[config.mk]
export PLATFORM = sky130hd
export DESIGN_NAME = systema_btn_svc
export DESIGN_NICKNAME = d
export VERILOG_FILES = /design/src/rtl/systema_btn_svc.sv
export SDC_FILE = /design/constraint.sdc
export NUM_CORES = 1
export LEC_CHECK = 0
export CORE_MARGIN = 5
export CORE_UTILIZATION = 53
export CTS_CLUSTER_DIAMETER = 80
export CTS_CLUSTER_SIZE = 20
export DETAILED_ROUTE_END_ITERATION = 10
export PLACE_DENSITY = 0.85
export SKIP_CTS_REPAIR_TIMING = 1
export SLEW_MARGIN = 20
export SYNTH_ARGS = -nofsm -noshare
export SYNTH_HDL_FRONTEND = slang
export SYNTH_SLANG_ARGS = --single-unit
export TNS_END_PERCENT = 20
[constraint.sdc]
create_clock -name clk -period 6 [get_ports clk]
set_input_delay 1.2 -clock clk [delete_from_list [all_inputs] [get_ports clk]]
set_output_delay 1.2 -clock clk [all_outputs]
set_load 0.02 [all_outputs]
[src/rtl/systema_btn_svc.sv]
// Button PIO service: writes the IRQ mask once, then reads/clears edge capture on irq or poll and reports events.
// Latency: leaving IDLE to the clear write is 3 cycles; event record and counters update at the end of the clear cycle.
// Backpressure: an unaccepted event absorbs later captures by OR-merge and raises evt_ovf; the bus side never stalls.
module systema_btn_svc #(
  parameter logic [1:0]  IRQ_MASK    = 2'b11,
  parameter int unsigned POLL_CYCLES = 50000
) (
  input  logic        clk,
  input  logic        reset_n,
  output logic [1:0]  address,
  output logic        chipselect,
  output logic        write_n,
  output logic [31:0] writedata,
  input  logic [31:0] readdata,
  input  logic        irq,
  output logic        evt_valid,
  input  logic        evt_ready,
  output logic [1:0]  evt_bits,
  output logic        evt_ovf,
  output logic [1:0]  btn_level,
  output logic [15:0] cnt0,
  output logic [15:0] cnt1
);

  typedef enum logic [2:0] {
    S_INIT,
    S_IDLE,
    S_RD_ADDR,
    S_RD_DATA,
    S_CLR
  } state_t;

  localparam logic [31:0] POLL_LAST = (POLL_CYCLES == 0) ? 32'd0 : 32'(POLL_CYCLES - 1);

  state_t      state;
  logic [31:0] timer;
  logic [1:0]  cap;

  // Only the two button bits of the PIO data path carry meaning.
  logic unused_rd;
  assign unused_rd = ^readdata[31:2];

  // Single FSM: registered bus outputs always describe the current state's bus cycle.
  always_ff @(posedge clk or negedge reset_n) begin
    if (!reset_n) begin
      state      <= S_INIT;
      address    <= 2'd0;
      chipselect <= 1'b0;
      write_n    <= 1'b1;
      writedata  <= 32'd0;
      evt_valid  <= 1'b0;
      evt_bits   <= 2'b00;
      evt_ovf    <= 1'b0;
      btn_level  <= 2'b00;
      cnt0       <= 16'd0;
      cnt1       <= 16'd0;
      timer      <= 32'd0;
      cap        <= 2'b00;
    end else begin
      // Consumer handshake retires the record; a clear cycle below takes precedence.
      if (evt_valid && evt_ready) begin
        evt_valid <= 1'b0;
        evt_bits  <= 2'b00;
        evt_ovf   <= 1'b0;
      end

      case (state)
        S_INIT: begin
          // Reset leaves the bus idle, so the first INIT cycle sets up the mask
          // write and the next one (chipselect already high) retires it.
          if (!chipselect) begin
            address    <= 2'd2;
            chipselect <= 1'b1;
            write_n    <= 1'b0;
            writedata  <= {30'd0, IRQ_MASK};
          end else begin
            state      <= S_IDLE;
            address    <= 2'd0;
            chipselect <= 1'b0;
            write_n    <= 1'b1;
            writedata  <= 32'd0;
          end
        end

        S_IDLE: begin
          btn_level <= readdata[1:0];
          timer     <= timer + 32'd1;
          if (irq || (POLL_CYCLES != 0 && timer == POLL_LAST)) begin
            timer      <= 32'd0;
            state      <= S_RD_ADDR;
            address    <= 2'd3;
            chipselect <= 1'b1;
            write_n    <= 1'b1;
          end
        end

        S_RD_ADDR: begin
          state <= S_RD_DATA;
        end

        S_RD_DATA: begin
          cap <= readdata[1:0];
          if (readdata[1:0] != 2'b00) begin
            state     <= S_CLR;
            write_n   <= 1'b0;
            writedata <= 32'h3;
          end else begin
            state      <= S_IDLE;
            address    <= 2'd0;
            chipselect <= 1'b0;
            write_n    <= 1'b1;
          end
        end

        S_CLR: begin
          cnt0 <= cnt0 + {15'd0, cap[0]};
          cnt1 <= cnt1 + {15'd0, cap[1]};
          if (!evt_valid || evt_ready) begin
            evt_bits  <= cap;
            evt_valid <= 1'b1;
            evt_ovf   <= 1'b0;
          end else begin
            evt_bits  <= evt_bits | cap;
            evt_valid <= 1'b1;
            evt_ovf   <= 1'b1;
          end
          state      <= S_IDLE;
          address    <= 2'd0;
          chipselect <= 1'b0;
          write_n    <= 1'b1;
          writedata  <= 32'd0;
        end

        default: state <= S_INIT;
      endcase
    end
  end

endmodule

==> results of run 1 <==
worst max path at each step:
| stage | startpoint | end | slack, ns | depth (start not counted) |
|---|---|---|---|---|
| CTS | write_n$_DFFE_PN1P_ | write_n | 3.27 | 1 |
| floorplan | irq | timer[11]$_DFFE_PN0P_ | 3.71 | 4 |
| global placement | irq | timer[31]$_DFFE_PN0P_ | 2.92 | 4 |
| global route | timer[0]$_DFFE_PN0P_ | timer[18]$_DFFE_PN0P_ | 3.10 | 7 |
| detailed placement | irq | timer[31]$_DFFE_PN0P_ | 2.88 | 4 |
| finish | irq | timer[31]$_DFFE_PN0P_ | 3.25 | 4 |
layer usage:
metal	wire, µm	track usage (%)	share of wire (%)
met3	653	4.52	6.7
met2	4980	34.1	51
met5	0	0	0
met1	3980	26.0	41
met4	183	8.60	1.9
kinds of logic (layout without fill, tap and decap cells):
kind of cell	after synthesis	in the layout
AOI/OAI and AO/OA	83	83
xor gates and xnor gates	29	29
adders and majority gates	5	5
buffers and inverters	65	81
DFF	79	79
muxes	3	3
other	1	30
and+or+nand+nor	198	198
cell type report:
class	instances	area (µm²)	share of cell area, %
tap	105	131	2.65
timing repair buffer	55	537	10.8
multi-input combinational	348	2080	42.0
clock buffer	9	124	2.50
clock inverter	7	68.8	1.39
inverter	10	37.5	0.757
sequential	79	1980	39.9
synthesized netlist by cell type (all sizes together), types with 3 or more instances:
master  number
o21a         3
a21boi       3
and3         5
o211ai       5
nand3       32
ha           5
o21ai       13
xor2         9
clkbuf      13
o31ai        3
dfrtp       78
nand4       24
and4         4
nor2b        5
o31a         3
or2          5
inv         10
nand2       52
o311ai       4
xnor2       20
or3          7
nor4        15
nor3        10
or4          4
a32oi        3
a21oi        8
a22o         4
buf         42
nor2        24
a31oi       22
flip-flops by register name, indices dropped and copies added, names as in the netlist, 2 cells and up:
signal     cells
evt_bits       2
cnt0          16
cnt1          16
timer         32
btn_level      2
cap            2
state          3
critical path: cells and delay by family:
kind	cells	cell delay, ns
AO/OA/AOI/OAI	1	0.23
AND/OR/NAND/NOR	2	1.03
buffers and inverters	1	0.59
per-stage QoR:
| step | hold WS (ns) | util, % | setup slack [ns] |
|---|---|---|---|
| final | 0.482 | 61.3 | 3.25 |
| after detailed placement | 0.474 | 58.8 | 2.88 |
| after CTS | 0.491 | 61.2 | 3.27 |
| after global placement | 0.461 | 58.8 | 2.92 |
| after floorplan | 0.446 | - | 3.71 |
| after global routing | 0.506 | 61.3 | 3.10 |
power by group:
group	leakage, nW	total [mW]	switching (mW)	internal, mW
Clock	0.101	0.394	0.229	0.165
Combinational	0.880	0.539	0.311	0.229
Sequential	1.07	0.749	0.125	0.624
==> metrics.cfg, run 1 <==
[worst_setup_path]
critical_path_class = in2reg
slowest_stage = or3_1
crit_chain = clkdlybuf4s50_1 > or3_1 > nor2_1 > a221o_1
r2r_setup_slack_ns = 3.32
reg2reg_to = timer[18]$_DFFE_PN0P_
r2r_cells = 7
arrival_ns = 3.05
end_kind = register
r2r_start = timer[0]$_DFFE_PN0P_
start_kind = input pin
worst_ep_required_time_ns = 6.30
path_max_fanout = 9
crit_path_max_incr_delay_ns = 0.60

[layout]
layout_common_cells = dfrtp_1, nand2_1, clkdlybuf4s50_1, nand3_1, conb_1
fin_cells = 613
final_common_cell = dfrtp_1
fill_cells = 696
drive_above_1_share_pct = 6.89
nets = 544
stdcell_area_mm2 = 0.00496
syn_to_final_growth_pct = 14.5
diodes = 0

[synthesis]
yosys.area.top_type = dfrtp_1
synth_top_family_by_area = simple AND/OR/NAND/NOR gates
synth_edf_count = 0
ys_types = 57
synth-compound-area-share_pct = 13.3
synth_ff_type = dfrtp_1
synth_top_area_share_pct = 45.1
synth-adder-area-share_pct = 1.44
synth.cell_area_mm2 = 0.00433
synthArstFlopShare_pct = 100
synth-seq-area-share_pct = 45.7
syn-instance-count = 463
synthXorXnorAreaFrac_pct = 5.86
ys_top_cells_by_area = dfrtp_1, buf_4, nand2_1
synth.avg_cell_area_um2 = 9.36
synthSimpleGateAreaFrac_pct = 24.1
yosys_register_bits = 79
synth.area.mux_share_pct = 0.751
yosys_warnings = 0

[die]
die_w_um = 100
ioPinCount = 110
core_mm2 = 0.00809
dieHeight_um = 100
start_util_pct = 53.5
design.die.area_mm2 = 0.0101
rows = 33

[placement]
dp_hpwl_um = 6990
postPlaceCellArea_mm2 = 0.00476
io_buffers = 49
place_congestion = 0.859
dp_cells = 597

[routing]
routed_wl_um = 9800
first_pass_iters = 5
antenna_left = 0
viasPerCell = 5.98
drc = 0
wl_per_cell_um = 16.0
vias = 3665
first_iter_violations = 314

[hold_path]
hold_start = cnt0[15]$_DFFE_PN0P_
holdPathStages = 1
hold_path_end = cnt0[15]$_DFFE_PN0P_
hp-class = reg2reg

[clock_network]
tritoncts = built
cts_made_buffers = 9
clk_path_buf_depth = 2
htree_num_levels = 3
clk_pin_slew_ns = 0.09
cts.sinks = 79
root_buffer = clkbuf_8
insertion_delay_ns = 0.37

[timing]
fin_crit_ns = 2.75
clock_skew_ns = 0.0149
hold_viol_final = 0
tightest_slew_ns = 0.824
finalSetupViolations = 0
relSlewSlack_pct = 44.6
drv_slew = 0
totalNegativeSetupSlack_ns = 0
fin_crit_sh_pct = 45.8
fmax_mhz = 364
grt_setup_unrepaired = no

[grt]
antenna_found_initial = 0
grt_max_degree = 80
grt_pass1_vias = 3626
groute.usage.overall_pct = 20.6
grt-ovfl-total = 0
grt_pass1_wl_um = 17000

[power]
peakVddDrop_mv = 0.223
p_per_area_mw_per_mm2 = 339
power_mw = 1.68
leakagePower_nw = 2.05

[job]
drv_cap = 0

[run_status]
status = finished clean

No activity file was read; power rests on OpenSTA's default activity.
==> run 2: changes to the inputs <==
--- a/config.mk
+++ b/config.mk
@@ -6,11 +6,11 @@
 export NUM_CORES = 1
 export LEC_CHECK = 0
 export CORE_MARGIN = 5
-export CORE_UTILIZATION = 53
+export CORE_UTILIZATION = 45
 export CTS_CLUSTER_DIAMETER = 80
 export CTS_CLUSTER_SIZE = 20
 export DETAILED_ROUTE_END_ITERATION = 10
-export PLACE_DENSITY = 0.85
+export PLACE_DENSITY = 0.77
 export SKIP_CTS_REPAIR_TIMING = 1
 export SLEW_MARGIN = 20
 export SYNTH_ARGS = -nofsm -noshare
==> constraint.sdc (replaced) <==
create_clock -name clk -period 2.25 [get_ports clk]
set_input_delay 0.45 -clock clk [delete_from_list [all_inputs] [get_ports clk]]
set_output_delay 0.45 -clock clk [all_outputs]
set_load 0.02 [all_outputs]
==> metrics.cfg, run 2 (synthesized netlist as in run 1, its figures left out) <==
[grt]
groute.usage.overall_pct = 18.8
grt_pass1_vias = 3701
grt_pass1_wl_um = 18000
grt_max_degree = 56
grt-ovfl-total = 0
antenna_found_initial = 0

[power]
peakVddDrop_mv = 0.443
leakagePower_nw = 2.29
power_mw = 4.91
p_per_area_mw_per_mm2 = 910

[die]
dieHeight_um = 108
core_mm2 = 0.00933
start_util_pct = 46.4
die_w_um = 108
rows = 35
design.die.area_mm2 = 0.0117
ioPinCount = 110

[layout]
final_common_cell = dfrtp_1
syn_to_final_growth_pct = 24.5
layout_common_cells = dfrtp_1, nand2_1, clkdlybuf4s50_1, buf_4, nand3_1
largest_reg_flops = 32
fin_cells = 675
drive_above_1_share_pct = 14.7
stdcell_area_mm2 = 0.00539
nets = 582
fill_cells = 809
regArea_mm2 = 0.00198
diodes = 0
reg_top3 = timer (32), cnt0 (16), cnt1 (16)
multiInputGateArea_mm2 = 0.00213
regMostFlops = timer
final_core_util_pct = 57.8

[routing]
first_pass_iters = 5
first_iter_violations = 323
wl_met1_um = 4680
drc = 0
wl_per_cell_um = 15.9
dr_wl_met2_um = 5200
routed-wl-met3_um = 688
viasPerCell = 5.69
routed_wl_um = 10700
top_layer = met4
antenna_left = 0
vias = 3839

[placement]
place_congestion = 0.910
dp_cells = 658
postPlaceCellArea_mm2 = 0.00509
pre_cts_ws_ns = -0.233
io_buffers = 49
dp_hpwl_um = 7710

[timing]
tightest_slew_ns = 0.746
clock_skew_ns = 0.00980
fin_crit_sh_pct = 97.5
hold_viol_final = 0
relSlewSlack_pct = 50.2
drv_slew = 0
finalHoldWorstSlack_ns = 0.158
finalSetupViolations = 0
grt_setup_unrepaired = yes
fin_ws_ns = 0.0565
totalNegativeSetupSlack_ns = 0
fmax_mhz = 456
fin_crit_ns = 2.19

[clock_network]
root_buffer = clkbuf_8
clk_path_buf_depth = 2
clk_pin_slew_ns = 0.09
cts.sinks = 79
insertion_delay_ns = 0.35
cts_made_buffers = 9
htree_num_levels = 3
tritoncts = built

[worst_setup_path]
critical_path_class = reg2reg
start_kind = register
path_max_fanout = 19
worst_ep_required_time_ns = 2.49
end_kind = register
arrival_ns = 2.43

[run_status]
status = finished clean

[job]
drv_cap = 0

[hold_path]
hp-class = in2async

## run 2: critical path, cell delays in order, from the launching register on
cell and delay, ns:
dfrtp_2 0.43, nor4_4 0.31, nand4_1 0.20, or4_4 0.57, buf_6 0.18, o2111a_1 0.13
a221o_1 0.26
## run 2: area by class of cell
type,instances,share of cell area [%]
multi-input combinational,348,39.5
clock buffer,9,2.30
tap,129,2.99
sequential,79,36.7
inverter,10,0.696
clock inverter,7,2.07
timing repair buffer,93,15.8
## run 2: worst paths after layout
| check | from | to | slack [ns] | cells past startpoint |
|---|---|---|---|---|
| max in group asynchronous | reset_n | cnt1[1]$_DFFE_PN0P_ | 1.51 | 2 |
| max | timer[24]$_DFFE_PN0P_ | timer[31]$_DFFE_PN0P_ | 0.06 | 6 |
| min reg2reg | cnt0[15]$_DFFE_PN0P_ | cnt0[15]$_DFFE_PN0P_ | 0.48 | 1 |
| max reg2reg | timer[24]$_DFFE_PN0P_ | timer[31]$_DFFE_PN0P_ | 0.06 | 6 |
| min | reset_n | state[2]$_DFFE_PN0P_ | 0.16 | 1 |
| min in group clk | cnt0[15]$_DFFE_PN0P_ | cnt0[15]$_DFFE_PN0P_ | 0.48 | 1 |
## run 2: report_power, final
group	leakage (nW)	switching (mW)	total [mW]	internal, mW
registers	1.07	0.228	1.89	1.66
clock network	0.120	0.598	1.25	0.654
logic	1.10	1.01	1.76	0.753
## run 2: metal layers
layer | vias to the layer above | global-route usage, %
li1 | 1789 | -
met4 | 0 | 5.05
met3 | 15 | 2.81
met1 | 1875 | 25.2
met5 | - | 0
met2 | 160 | 32.0
